## config.mk

```make
export PLATFORM = sky130hd
export DESIGN_NAME = ram_sp_clr
export DESIGN_NICKNAME = d
export VERILOG_FILES = /design/src/rtl/ram_sp_clr.sv
export SDC_FILE = /design/constraint.sdc
export NUM_CORES = 2
export LEC_CHECK = 0
export ABC_AREA = 0
export CELL_PAD_IN_SITES_DETAIL_PLACEMENT = 0
export CELL_PAD_IN_SITES_GLOBAL_PLACEMENT = 1
export CORE_MARGIN = 1.5
export CORE_UTILIZATION = 58
export CTS_BUF_LIST = sky130_fd_sc_hd__clkbuf_4
export DETAILED_ROUTE_END_ITERATION = 12
export GPL_TIMING_DRIVEN = 0
export PLACE_DENSITY = 0.93
export SYNTH_ARGS = -nofsm -noshare
export SYNTH_HDL_FRONTEND = slang
export SYNTH_SLANG_ARGS = --single-unit
```

## constraint.sdc

```tcl
create_clock -name CLK -period 7.6 [get_ports CLK]
set_input_delay 1.52 -clock CLK [delete_from_list [all_inputs] [get_ports CLK]]
set_output_delay 1.52 -clock CLK [all_outputs]
set_load 0.005 [all_outputs]
```

## src/rtl/ram_sp_clr.sv

```systemverilog
// ram_sp_clr: parametrised single-port RAM with hardware clear sweep,
// configurable read latency/write mode and a one-cycle DVALID strobe.
module ram_sp_clr #(
  parameter int DATA_W = 10,
  parameter int ADDR_W = 8,
  parameter int DEPTH = 2**ADDR_W,
  parameter logic [DATA_W-1:0] CLR_VAL = '0,
  parameter int READ_LAT = 1,
  parameter int WR_MODE = 0
) (
  input  logic              CLK,
  input  logic              RST,
  input  logic              EN,
  input  logic              WE,
  input  logic [ADDR_W-1:0] ADDR,
  input  logic [DATA_W-1:0] Din,
  input  logic              CLR,
  output logic [DATA_W-1:0] Dout,
  output logic              DVALID,
  output logic              BUSY
);
  typedef enum logic {CLEAR, IDLE} state_t;
  localparam logic [ADDR_W:0] LAST = (ADDR_W+1)'(DEPTH-1);
  localparam logic [ADDR_W:0] DEPTH_W = (ADDR_W+1)'(DEPTH);
  state_t state;
  logic [ADDR_W:0] clr_ptr;
  logic [DATA_W-1:0] mem [DEPTH];
  logic acc, hit, v_new, s_v, out_v;
  logic [DATA_W-1:0] rd_word, d_new, s_d, out_d;
  // a CLR in IDLE wins over any same-cycle access
  assign acc = state == IDLE && EN && !CLR;
  assign hit = {1'b0, ADDR} < DEPTH_W;
  assign rd_word = hit ? mem[ADDR] : CLR_VAL;
  assign v_new = acc && !(WE && WR_MODE == 2);
  assign d_new = (WE && WR_MODE == 1) ? Din : rd_word;
  assign out_v = READ_LAT == 2 ? s_v : v_new;
  assign out_d = READ_LAT == 2 ? s_d : d_new;
  always_ff @(posedge CLK) begin
    if (state == CLEAR)
      mem[clr_ptr[ADDR_W-1:0]] <= CLR_VAL;
    else if (acc && WE && hit)
      mem[ADDR] <= Din;
  end
  always_ff @(posedge CLK or negedge RST) begin
    if (!RST) begin
      state <= CLEAR;
      clr_ptr <= '0;
      BUSY <= 1'b1;
    end else if (CLR) begin
      state <= CLEAR;
      clr_ptr <= '0;
      BUSY <= 1'b1;
    end else if (state == CLEAR) begin
      state <= clr_ptr == LAST ? IDLE : CLEAR;
      BUSY <= clr_ptr != LAST;
      clr_ptr <= clr_ptr == LAST ? '0 : clr_ptr + 1'b1;
    end
  end
  // s_v/s_d form the extra output stage, bypassed when READ_LAT is 1
  always_ff @(posedge CLK or negedge RST) begin
    if (!RST) begin
      s_v <= 1'b0;
      s_d <= '0;
      DVALID <= 1'b0;
      Dout <= '0;
    end else begin
      s_v <= v_new;
      if (v_new) s_d <= d_new;
      DVALID <= out_v;
      if (out_v) Dout <= out_d;
    end
  end
endmodule

```

* After elaboration in Yosys (flattened, before gate mapping)
Memory sizes are Yosys's and may differ from the RTL's. A register that Yosys moved wholly into a read port is not among the register bits. Index checks and enable logic that the tools add are counted.
Cells by class: add/sub/neg operators 1, equality and inequality tests 3, muxes and demuxes 15, reductions and logical operators 6
Operators by type and width (count):
- 9-bit two-way mux | 3
- 1-bit two-way mux | 10
- 10-bit two-way mux | 1
- 10-bit OR reduction | 1
- 9-bit by 1-bit adder with 9-bit output, second input constant | 1
- 9-bit by 8-bit == test with 1-bit output, second input constant | 1
- 9-bit by 8-bit != test with 1-bit output, second input constant | 1
- 8-bit two-way mux | 1
- 1-bit logical AND | 3
- 1-bit logical NOT | 2
- 2-bit != test, second input constant | 1
Storage, ports and cells: register bits 12, RAM bits 2560, input bits 23, output and inout bits 12, word-level logic and storage cells 30, memories 1
Memory list:
- mem | depth 256, bits a word 10, read ports 1, clocked after memory_dff 1, wr ports 1, RTL line 27 | logic [DATA_W-1:0] mem [DEPTH];

* Longest topological paths before layout
word-level depth 8, gate-level depth with buffers 12, mapped depth without buffers 8

* Worst setup path before layout
OpenSTA, ideal clock, no wires.
path kind in2reg, start point input CLR, end point memory mem[0][0], data pin, library setup time 0.873 ns, arrival 5.503 ns, required time 6.727 ns, slack 1.224 ns, stages on the path 5, path buffers 1, cell sequence nand2b_4 or2_1 inv_2 clkbuf_1 and3_1
On the way: word-level cells in the longest chain between the ends 8
RTL lines:
- start, declared | RTL line 17 | input logic CLR,
- 1-bit logical NOT | RTL line 31 | assign acc = state == IDLE && EN && !CLR;
- 1-bit logical AND | RTL line 31
- net acc | RTL line 28 | logic acc, hit, v_new, s_v, out_v;
- 1-bit logical AND | RTL line 41 | else if (acc && WE && hit)
- 1-bit two-way mux | RTL line 41
- 1-bit two-way mux | RTL line 39 | if (state == CLEAR)
- 1-bit two-way mux (not written as such) | RTL line 42 | mem[ADDR] <= Din;
- 10-bit OR reduction (no line)
- 10-bit two-way mux (no line)
- end, declared | RTL line 27
The timed path passes the listed nets, and every way through them passes these cells.

* Final worst setup path
start point input ADDR[3], end point memory mem[63][8] (enable)
On the way: word-level cells in the longest chain between the ends 1
RTL lines:
- start, declared | RTL line 15 | input logic [ADDR_W-1:0] ADDR,
- 8-bit two-way mux (no line)
No other way between the ends.

==> results.json <==
{
  "ctsResizeCount": 0,
  "critPathMostFrequentCell": "nor2_1",
  "rsz0062_at_grt": "false",
  "cts_setup_buffers": 0,
  "finalSetupViolations": 0,
  "cellPowerDensity_nw_per_um2": 247.9,
  "grt_pass1_vias": 56716,
  "yosys.area_share.adder": 0.0001238,
  "via_per_inst": 6.751,
  "cp_data_required_time_ns": 8.60,
  "setup.worst_path.end_class": "register",
  "synth_top_family_by_area": "multiplexers",
  "hold_violations": 0,
  "drc_errors": 0,
  "numCtsBuffers": 632,
  "totalWireLength_um": 289500,
  "vias": 57596,
  "start_util": 0.5864,
  "grt-ovfl-total": 0,
  "place_hpwl_um": 187600,
  "cp_num_buf_inv": 4,
  "worst_path_largest_cell_delay_ns": 1.36,
  "numClockSinks": 2582,
  "path_class": "in -> reg",
  "min_path_type": "in -> async",
  "hold_buffers": 0,
  "multi_input_area_um2": 21520,
  "worst_pin_slew_ns": 1.647,
  "muxShareOfSynthArea": 0.1383,
  "ys.flop_type": "edfxtp_1",
  "num_rows": 152,
  "synthesis.nets": 5116,
  "numPortBuffers": 32,
  "status": "finished, violations left",
  "critPathArrivalTime_ns": 7.03,
  "pin_count": 35,
  "grt_max_degree": 95,
  "insertion_delay_ns": 1.49,
  "cp-start-kind": "input pin",
  "place_congestion": 1.028,
  "netlist_area_um2": 101000,
  "chipWidth_um": 420.4,
  "crit_chain": "clkdlybuf4s50_1, buf_4, clkinv_1, nor2_1, nand2_1, o21ai_2, nand3_1, clkbuf_2, nor2_1",
  "timing.final.max_slew_violations": 7,
  "fmax_mhz": 165.9,
  "fin_skew_ns": 0.1669,
  "first_pass_iters": 6,
  "cts_tree": "built",
  "synth-xor-area-share": 0.0004334,
  "p_leak_nw": 42.14,
  "fin_crit_sh": 0.7932,
  "die_area_um2": 176700,
  "whs_ns": 0.08417,
  "relSlewSlack": -0.1023,
  "yosysWarningCount": 0,
  "final.min_clock_period_ns": 6.028,
  "ys_ff_latch": 2582,
  "synthToLayoutAreaGrowth_pct": 11.69,
  "slowest_stage": "nor2_1",
  "syn_inst": 5092,
  "grt_antenna_before_repair": 19,
  "critPathMaxFanout": 10,
  "postLayoutCoreUtil": 0.6550,
  "core_area_um2": 172300,
  "drtIter0Drc": 9628,
  "regArea_um2": 77430,
  "synth-simple-area-share": 0.03357,
  "critPathTopFamily": "simple AND/OR/NAND/NOR gates",
  "cts_buffer_depth": 4,
  "ys_async_sr_fraction": 0.008521,
  "ir_worst_vdd_v": 0.0002012,
  "fillers": 11047,
  "synth_compound_area_frac": 0.04002,
  "yosysSeqAreaShare": 0.7663,
  "grt_usage": 0.3280,
  "wl_per_cell_um": 33.93,
  "layout-drive-gt1-share": 0.2615,
  "cts_root_buffer": "clkbuf_4",
  "die_y_um": 420.4,
  "clk_pin_slew_ns": 0.07,
  "synth_edf_count": 2560,
  "ys_types": 66,
  "grt_pass1_wl_um": 402000,
  "violations": "max-capacitance violations, max-slew violations",
  "drv_cap": 2,
  "layout.nets": 5813,
  "cts_max_level": 6,
  "synth_area_per_cell_um2": 19.84,
  "ant_nets": 0
}
[cell usage in the layout, fill, tap and decap left out, drive strengths merged, types with 7 or more instances in the layout]
cell type         n
nor2            350
clkbuf          979
nand2           156
buf             246
diode            16
edfxtp         2560
clkinv          125
a211oi           29
a21oi            45
o311ai            9
a2111oi           8
nand3            84
nand3b           11
nor4             11
or3               7
o41ai             9
and3             11
o22ai            63
clkdlybuf4s50    31
mux2i           542
dfrtp            21
a22oi           255
o221ai           61
mux4            379
nand4            32
inv              22
o31a              9
bufinv           14
nand2b            7
o21ai            31
nor3             46
[kinds of logic (layout without fill, tap and decap cells)]
family / after synthesis / after routing
xor gates and xnor gates: 5 / 5
DFF: 2582 / 2582
and+or+nand+nor: 742 / 742
adders and majority gates: 1 / 1
other: 0 / 16
AOI/OAI and AO/OA: 532 / 532
muxes: 922 / 922
buffers and inverters: 308 / 1422
[final cells by class]
type / count / share of cell area
diodes: 16 / 0.0003548
plain buffers: 302 / 0.01883
clock buffers: 891 / 0.05927
clock inverters: 160 / 0.008947
inverters: 6 / 0.0001996
multi-input cells: 2202 / 0.1907
flip-flops and latches: 2582 / 0.6861
well taps: 2310 / 0.02561
repair buffers: 63 / 0.01004
[cell usage after synthesis (46+ instances only)]
cell | instances | area (um^2)
a22oi_1 | 255 | 1914
buf_2 | 97 | 485.5
clkbuf_1 | 88 | 330.3
edfxtp_1 | 2560 | 76870
mux2i_1 | 542 | 5425
mux4_2 | 378 | 8513
nand2_1 | 152 | 570.6
nand3_1 | 81 | 405.4
nor2_1 | 350 | 1314
nor3_1 | 46 | 230.2
o221ai_1 | 51 | 446.7
o22ai_1 | 63 | 394.1
[where the power goes]
part           internal [W]  total, W  switching (W)  leakage [nW]
clock               0.00585    0.0114        0.00552          4.61
combinational      0.000375   0.00115       0.000780          8.87
sequential           0.0154    0.0154      0.0000227          28.7
total                0.0217    0.0280        0.00633          42.1
[per-stage QoR]
step,instances,instance area [um^2],worst slack [ns],TNS (ns),power (W)
2_1_floorplan,5092,101000,1.224,0,0.01639
3_5_place_dp,7464,105100,0.6360,0,0.01685
5_1_grt,8523,112800,1.816,0,0.02865
3_3_place_gp,7434,104200,-4.254,-9558.42,0.01684
6_report,8532,112900,1.572,0,0.02798
4_1_cts,8515,112800,2.077,0,0.02793
[sequential cells by signal, indices dropped and copies added, names as in the netlist]
register / flops
mem: 2560
Dout: 10
clr_ptr: 9
BUSY: 1
DVALID: 1
state: 1
[per-layer routing]
metal,vias up,global-route usage,share of wire
met5,-,0,0.00046
met4,18,0.2016,0.069
met3,1033,0.1155,0.15
met2,5112,0.4898,0.45
met1,28705,0.4142,0.33
li1,22728,-,-
[path summary, 6_finish.rpt]
path	cells after the start	endpoint	slack, ns	startpoint
worst max-delay path	9	mem[63][8]	1.57	ADDR[3]
worst min-delay path	1	DVALID	0.08	RST
worst max register to register	10	mem[59][2]	3.12	state
worst min register to register	2	clr_ptr[8]	0.53	clr_ptr[8]
max in group asynchronous	1	state	6.93	RST
min in group CLK	2	clr_ptr[8]	0.53	clr_ptr[8]
[worst register-to-register path, delay by kind of cell, from the launching register on]
kind	cells	cell delay (ns)
buffers and inverters	4	1.28
flip-flops	1	0.32
AND/OR/NAND/NOR	6	2.45
(Power assumes the default switching activity.)
